$ cat src/rtl/usb_cdc_arb_pkg.sv
// Shared types and default tuning values for the USB CDC IN-stream arbiter.
package usb_cdc_arb_pkg;

    typedef enum logic {
        IDLE  = 1'b0,
        GRANT = 1'b1
    } arb_state_t;

    localparam int ARB_MAX_BURST    = 64;
    localparam int ARB_IDLE_TIMEOUT = 1024;

endpackage

$ cat src/rtl/rr_pick.sv
// Combinational round-robin picker: first requesting index after last_ptr_i,
// wrapping modulo NUM_REQ.
module rr_pick #(
    parameter int NUM_REQ = 2,
    parameter int IDX_W   = (NUM_REQ > 1) ? $clog2(NUM_REQ) : 1
) (
    input  logic [NUM_REQ-1:0] req_i,
    input  logic [IDX_W-1:0]   last_ptr_i,
    output logic [NUM_REQ-1:0] winner_o,
    output logic [IDX_W-1:0]   winner_idx_o,
    output logic               any_o
);

    int cand;

    always_comb begin
        winner_o     = '0;
        winner_idx_o = '0;
        any_o        = 1'b0;
        cand         = 0;
        // Offsets 1..NUM_REQ visit every index once, with last_ptr_i itself last.
        for (int off = 1; off <= NUM_REQ; off++) begin
            cand = int'(last_ptr_i) + off;
            if (cand >= NUM_REQ) begin
                cand = cand - NUM_REQ;
            end
            if (!any_o && req_i[IDX_W'(cand)]) begin
                any_o                   = 1'b1;
                winner_o[IDX_W'(cand)]  = 1'b1;
                winner_idx_o            = IDX_W'(cand);
            end
        end
    end

endmodule

$ cat src/rtl/usb_cdc_tx_arbiter.sv
// Message-granular round-robin arbiter sharing the CDC core's byte-wide IN
// port between on-chip requesters, with a per-grant byte budget and idle timeout.
module usb_cdc_tx_arbiter
    import usb_cdc_arb_pkg::*;
#(
    parameter int NUM_REQ      = 2,
    parameter int MAX_BURST    = ARB_MAX_BURST,
    parameter int IDLE_TIMEOUT = ARB_IDLE_TIMEOUT
) (
    input  logic                 clk_i,
    input  logic                 rst_ni,
    input  logic                 enable_i,
    input  logic [NUM_REQ-1:0]   req_valid_i,
    input  logic [NUM_REQ*8-1:0] req_data_i,
    input  logic [NUM_REQ-1:0]   req_last_i,
    output logic [NUM_REQ-1:0]   req_accept_o,
    output logic                 inport_valid_o,
    output logic [7:0]           inport_data_o,
    input  logic                 inport_accept_i,
    output logic [NUM_REQ-1:0]   grant_o,
    output logic                 busy_o
);

    localparam int IDX_W   = (NUM_REQ > 1) ? $clog2(NUM_REQ) : 1;
    localparam int BURST_W = $clog2(MAX_BURST + 1);
    localparam int IDLE_W  = (IDLE_TIMEOUT > 0) ? $clog2(IDLE_TIMEOUT + 1) : 1;

    localparam bit                 TIMEOUT_EN = (IDLE_TIMEOUT > 0);
    localparam logic [BURST_W-1:0] BURST_LAST = BURST_W'(MAX_BURST - 1);
    localparam logic [IDLE_W-1:0]  IDLE_LAST  = IDLE_W'((IDLE_TIMEOUT > 0) ? IDLE_TIMEOUT - 1 : 0);
    localparam logic [IDLE_W-1:0]  IDLE_SAT   = IDLE_W'(IDLE_TIMEOUT);

    arb_state_t           state_q, state_d;
    logic [IDX_W-1:0]     owner_q, owner_d;
    logic [IDX_W-1:0]     last_ptr_q, last_ptr_d;
    logic [BURST_W-1:0]   burst_cnt_q, burst_cnt_d;
    logic [IDLE_W-1:0]    idle_cnt_q, idle_cnt_d;
    logic [NUM_REQ-1:0]   grant_q, grant_d;

    logic [NUM_REQ-1:0]   pick_req;
    logic [NUM_REQ-1:0]   pick_onehot;
    logic [IDX_W-1:0]     pick_idx;
    logic                 pick_any;

    logic                 owner_valid;
    logic                 owner_last;
    logic [7:0]           owner_data;
    logic                 handshake;
    logic                 release_now;

    assign pick_req = enable_i ? req_valid_i : '0;

    rr_pick #(
        .NUM_REQ (NUM_REQ),
        .IDX_W   (IDX_W)
    ) u_rr_pick (
        .req_i        (pick_req),
        .last_ptr_i   (last_ptr_q),
        .winner_o     (pick_onehot),
        .winner_idx_o (pick_idx),
        .any_o        (pick_any)
    );

    // Pass-through data path from the registered owner; no buffering.
    always_comb begin
        owner_valid    = req_valid_i[owner_q];
        owner_last     = req_last_i[owner_q];
        owner_data     = req_data_i[{owner_q, 3'b000} +: 8];
        inport_valid_o = 1'b0;
        inport_data_o  = 8'h00;
        req_accept_o   = '0;
        handshake      = 1'b0;
        if (state_q == GRANT) begin
            inport_valid_o        = enable_i & owner_valid;
            inport_data_o         = owner_data;
            req_accept_o[owner_q] = enable_i & inport_accept_i & owner_valid;
            handshake             = enable_i & owner_valid & inport_accept_i;
        end
    end

    always_comb begin
        state_d     = state_q;
        owner_d     = owner_q;
        last_ptr_d  = last_ptr_q;
        burst_cnt_d = burst_cnt_q;
        idle_cnt_d  = idle_cnt_q;
        grant_d     = grant_q;
        release_now = 1'b0;
        case (state_q)
            IDLE: begin
                if (pick_any) begin
                    state_d     = GRANT;
                    owner_d     = pick_idx;
                    last_ptr_d  = pick_idx;
                    burst_cnt_d = '0;
                    idle_cnt_d  = '0;
                    grant_d     = pick_onehot;
                end
            end
            GRANT: begin
                // Any single cause releases; coinciding causes are still one release.
                release_now = !enable_i
                            || (handshake && owner_last)
                            || (handshake && (burst_cnt_q == BURST_LAST))
                            || (TIMEOUT_EN && !owner_valid && (idle_cnt_q == IDLE_LAST));
                if (release_now) begin
                    state_d = IDLE;
                    grant_d = '0;
                end else begin
                    if (handshake) begin
                        burst_cnt_d = burst_cnt_q + BURST_W'(1);
                    end
                    if (owner_valid) begin
                        idle_cnt_d = '0;
                    end else if (TIMEOUT_EN && (idle_cnt_q != IDLE_SAT)) begin
                        idle_cnt_d = idle_cnt_q + IDLE_W'(1);
                    end
                end
            end
            default: begin
                state_d = IDLE;
                grant_d = '0;
            end
        endcase
    end

    // last_ptr resets to the top index so requester 0 wins the first pick.
    always_ff @(posedge clk_i or negedge rst_ni) begin
        if (!rst_ni) begin
            state_q     <= IDLE;
            owner_q     <= '0;
            last_ptr_q  <= IDX_W'(NUM_REQ - 1);
            burst_cnt_q <= '0;
            idle_cnt_q  <= '0;
            grant_q     <= '0;
        end else begin
            state_q     <= state_d;
            owner_q     <= owner_d;
            last_ptr_q  <= last_ptr_d;
            burst_cnt_q <= burst_cnt_d;
            idle_cnt_q  <= idle_cnt_d;
            grant_q     <= grant_d;
        end
    end

    assign grant_o = grant_q;
    assign busy_o  = (state_q == GRANT);

endmodule

$ cat config.mk
export PLATFORM = sky130hd
export DESIGN_NAME = usb_cdc_tx_arbiter
export DESIGN_NICKNAME = d
export VERILOG_FILES = /design/src/rtl/usb_cdc_arb_pkg.sv /design/src/rtl/rr_pick.sv /design/src/rtl/usb_cdc_tx_arbiter.sv
export SDC_FILE = /design/constraint.sdc
export NUM_CORES = 1
export LEC_CHECK = 0
export BUFFER_PORTS_ARGS = -buffer_cell sky130_fd_sc_hd__clkbuf_2
export CORE_MARGIN = 4
export CORE_UTILIZATION = 50
export DETAILED_ROUTE_END_ITERATION = 12
export GPL_ROUTABILITY_DRIVEN = 0
export PLACE_DENSITY_LB_ADDON = 0.1
export SYNTH_ARGS = -nofsm -noshare
export SYNTH_HDL_FRONTEND = slang
export SYNTH_SLANG_ARGS = --single-unit
$ cat constraint.sdc
create_clock -name clk_i -period 5.2 [get_ports clk_i]
set_input_delay 1.04 -clock clk_i [delete_from_list [all_inputs] [get_ports clk_i]]
set_output_delay 1.04 -clock clk_i [all_outputs]
set_load 0.005 [all_outputs]
Word level (Yosys, flattened, before mapping):

Cells that the tools add are included.

* register bits: 23
* input bits: 24
* output and inout bits: 14

* $add $sub $neg: 6
* magnitude comparators: 8
* eq/ne operators: 8
* shift-type cells: 1
* mux-type cells: 42
* bitwise gates (word level): 7
* reduce and logical (&&, ||, !) cells: 17

Operators with widths (number)
* $mux 11: 4
* $mux 1: 22
* $pmux 11 s2: 1
* $mux 7: 3
* $shiftx 16x5->8: 1
* $pmux 7 s2: 1
* $add 11x1->11 const B: 1
* $eq 11x10->1 const B: 1
* $ne 11x11->1 const B: 1
* $mux 2: 5
* $mux 8: 1
* $add 7x1->7 const B: 1
* $eq 7x6->1 const B: 1
* $logic_and 1x1->1: 7
* $lt 1x3->1 const B: 2
* $reduce_and 3->1: 2
* $and 1x1->1: 4
* $ne 2x1->1 const B: 2
* $ne 2x2->1 const B: 2
* $pmux 2 s2: 1
* $reduce_and 2->1: 2
* $add 1x2->3 const B: 1
* $demux 1 s1: 3
* $ge 1x1->1 const B: 3
* other kinds (12): 17

Logic depth before layout (Yosys ltp):

* depth after elaboration: 12
* mapped depth: 7
* depth with buffers taken out: 7

Hierarchy:

From an unflattened synthesis, not the netlist that was laid out.

* cell total of the unflattened synthesis: 167
* area total of the unflattened synthesis: 1505.2 um^2

Modules (own cells, without submodules)
* usb_cdc_tx_arbiter: instances 1, cells each 162, area an instance 1470.2 um^2
* rr_pick: instances 1, cells each 5, area an instance 35.0 um^2

Worst setup path after synthesis:

OpenSTA, ideal clock, no wires.

* path type: input to output
* start point: input req_valid_i[0]
* end point: output req_accept_o[0]
* data arrival time: 1682 ps
* required time: 4160 ps
* setup slack: 2478 ps
* cell stages on the path: 3
* path through: mux2i_2 -> or3b_4 -> nor2_1

* longest elaborated chain between the ends: 5

RTL lines
* start, declared: line usb_cdc_tx_arbiter.sv:13 `input logic [NUM_REQ-1:0] req_valid_i,`
* $mux 1 (implied by the code) (2 in series): line usb_cdc_tx_arbiter.sv:66 `owner_valid = req_valid_i[owner_q];`
* $and 1x1->1: line usb_cdc_tx_arbiter.sv:76 `req_accept_o[owner_q] = enable_i & inport_accept_i & owner_valid;`
* $and 2x2->2 (no line)
* $mux 2: line usb_cdc_tx_arbiter.sv:73 `if (state_q == GRANT) begin`
* end, declared: line usb_cdc_tx_arbiter.sv:16 `output logic [NUM_REQ-1:0] req_accept_o,`

Every way passes these cells. The select of a mux whose other input is x is not followed.

Worst setup path in the final report:

* start point: register owner_q
* end point: output req_accept_o[1]

* longest elaborated chain between the ends: 6

RTL lines
* start, declared: line usb_cdc_tx_arbiter.sv:34 `logic [IDX_W-1:0] owner_q, owner_d;`
* start signal, assigned: line usb_cdc_tx_arbiter.sv:138 `owner_q <= owner_d;`
* $lt 1x2->1 (implied by the code) / $ge 1x1->1 (equally long branches): line usb_cdc_tx_arbiter.sv:76
* $logic_and 1x1->1 (implied by the code): line usb_cdc_tx_arbiter.sv:76
* $mux 1 (implied by the code): line usb_cdc_tx_arbiter.sv:76
* $demux 1 s1: line usb_cdc_tx_arbiter.sv:76
* $and 2x2->2 (no line) *
* $mux 2 *: line usb_cdc_tx_arbiter.sv:73

Every way passes the cells marked *; elsewhere a longest branch is shown, timed or not. The select of a mux whose other input is x is not followed.

==> results_dict.tcl <==
set metrics [dict create \
    grt_pass1_vias 1286 \
    post-route-util_pct 60.3 \
    yosys.area.top_type "dfrtp_1" \
    cts_resized 0 \
    fin_crit_sh_pct 58.7 \
    critPathMaxFanout 13 \
    postRouteWirelength_um 3370 \
    portBuffers 36 \
    fp.dieArea_um2 3910 \
    crit_arrival_ns 2.01 \
    hold_viol 0 \
    switchingPower_uw 139 \
    layout_min_cycle_time_ns 3.05 \
    netlist_area_um2 1490 \
    core_um2 2810 \
    io_pins 38 \
    dr.first_iter.drc_count 43 \
    grt_pass1_wl_um 5820 \
    outcome "finished clean" \
    hold_buffers 0 \
    synth_area_leaders "dfrtp_1 35%, mux2i_1 6.7%, o21ai_0 4.7%" \
    required_ns 4.16 \
    drive_gt1_share_pct 27.5 \
    htree_levels 1 \
    fin_tns_setup_ns 0 \
    critPathLaunchType "flop" \
    cts_root_buffer "clkbuf_4" \
    cts_setup_buffers 0 \
    seqPwrFrac_pct 48.0 \
    ys_warn_count 0 \
    async_reset_ff_share_pct 100 \
    synth_ff_type "dfrtp_1" \
    start_util_pct 52.9 \
    clk_latency_ns 0.31 \
    drv_cap 0 \
    ant_nets 0 \
    slew_headroom_pct 57.1 \
    yosysMostFrequentCell "dfrtp_1" \
    die-width_um 62.5 \
    p_clk_share_pct 28.5 \
    firstDrtPassIters 4 \
    clock_sinks 22 \
    tightest_slew_ns 0.644 \
    area_delta_synth_final_pct 14.0 \
    netSwitchingFraction_pct 29.8 \
    max_freq_ghz 0.328 \
    antenna_found_initial 0 \
    synthDistinctLibCells 47 \
    fin_total_pwr_uw 468 \
    critical_path.cell_chain "mux2i_2, nor3b_1, and2_1, clkbuf_2" \
    synth_common_cells "21 x dfrtp_1, 14 x nand2_1, 14 x o21ai_0" \
    max_stage_delay_ns 0.75 \
    crit_type "flop to output port" \
    grt_max_degree 25 \
    setup_violations 0 \
    peakVddDrop_v 0.000235 \
    row_count 19 \
    slowest_stage "dfrtp_1" \
    grt-ovfl-total 0 \
    num-nets-final 221 \
    skew_ns 0.00241 \
    min-delay-path-class "flop to flop" \
    syn_area_per_cell_um2 9.11 \
    vias 1296 \
    yosysTopAreaCellShare_pct 35.4 \
    p_comb_share_pct 23.5 \
    powerDensity_nw_per_um2 276 \
    fill_cells 253 \
    hpwl_um 2500 \
    cts_buffers 3 \
    route.detailed.drc 0 \
    drv_slew 0 \
    cts_max_path_buffers 2 \
    tritoncts "yes" \
    n_antenna_cell 0 \
    netlist_instances 163 \
    syn_nets 190 \
    vias_per_cell 5.79 \
    ys_seq_elements 22 \
    cp-end-kind "output port" \
    p_int_uw 328 \
    grt_setup_unrepaired "false" \
    yosysSeqAreaShare_pct 37.2 \
    wl_per_cell_um 15.1 \
    grtUsageTotal_pct 18.1 \
    power_leakage_nw 0.773 \
    dieHeight_um 62.5 \
    clk_pin_slew_ns 0.13 \
    synth_edf_count 0 \
]
## cell families after synthesis
logic type	share of synthesized area (%)
simple gates	23.8
compound gates	22.5
flops	37.2
buf+inv	5.56
mux	7.67
fa+ha+maj	2.53
other cells	0.252
xor+xnor	0.590
## path summary, 6_finish.rpt
kind / start / end / slack [ns] / cells past startpoint
worst min-delay path: burst_cnt_q[6]$_DFFE_PN0P_ / burst_cnt_q[6]$_DFFE_PN0P_ / 0.50 / 1
min in group asynchronous: rst_ni / idle_cnt_q[4]$_DFFE_PN0P_ / 0.68 / 1
worst max register to register: owner_q$_DFFE_PN0P_ / burst_cnt_q[4]$_DFFE_PN0P_ / 3.02 / 5
worst min register to register: burst_cnt_q[6]$_DFFE_PN0P_ / burst_cnt_q[6]$_DFFE_PN0P_ / 0.50 / 1
max in group asynchronous: rst_ni / last_ptr_q$_DFFE_PN1P_ / 4.15 / 1
worst max-delay path: owner_q$_DFFE_PN0P_ / req_accept_o[1] / 2.15 / 4
## through the flow
step | setup WS, ns | hold WS [ns] | instances | instance area (um2)
final | 2.15 | 0.502 | 224 | 1690
after global routing | 1.96 | 0.518 | 224 | 1690
after CTS | 2.14 | 0.505 | 224 | 1690
after detailed placement | 2.17 | 0.475 | 220 | 1640
after global placement | 2.18 | 0.463 | 220 | 1640
after floorplan | 2.48 | 0.448 | 163 | 1490
## flip-flops by register name, summed over array words and instances (netlist names)
signal and flops:
busy_o 1, idle_cnt_q 11, grant_o 1, owner_q 1, last_ptr_q 1, burst_cnt_q 7
## layout by cell type (no fill, tap or decap), types with 2 or more instances in the layout
cell type	instances
a41oi_2	2
clkbuf_2	36
a21oi_1	7
clkbuf_4	3
a31oi_1	2
nand3_2	3
nor2_1	8
o21a_1	5
o31ai_1	6
nand2_1	14
o21ai_0	14
nand3_1	10
inv_1	5
nor4_1	2
nand4b_1	2
o21ai_1	2
dfrtp_1	21
nor3_1	3
mux2i_1	10
and2_1	2
nor2b_1	9
o41ai_1	2
ha_1	3
## metal layers
layer	part of all wire, %	vias up	GRT usage [%]
met5	0	-	0
met4	0.36	0	4.13
met3	4.5	2	4.14
met2	44	37	28.4
met1	51	601	25.3
li1	-	656	-
## layout make-up
type	instances	area, um2	area share [%]
inverter	5	18.8	1.11
timing repair buffer	36	180	10.6
clock inverter	1	30.0	1.77
sequential	22	552	32.6
clock buffer	3	22.5	1.33
multi-input combinational	126	851	50.3
tap	31	38.8	2.29
## power groups by stage
| stage | Combinational (mW) | Clock, mW | Sequential (mW) |
|---|---|---|---|
| after global routing | 0.123 | 0.142 | 0.229 |
| after detailed placement | 0.110 | 0 | 0.228 |
| after CTS | 0.111 | 0.136 | 0.224 |
| after global placement | 0.107 | 0 | 0.226 |
| after floorplan | 0.0974 | 0 | 0.206 |
| final | 0.110 | 0.133 | 0.224 |
## worst max-delay path: cells and delay by family (launching register included)
family                 cells  cell delay (ns)
buffers and inverters      1             0.11
flip-flops                 1             0.75
multiplexers               1             0.22
AND/OR/NAND/NOR            2             0.61
Note: power is estimated with default switching activity, not from simulation.
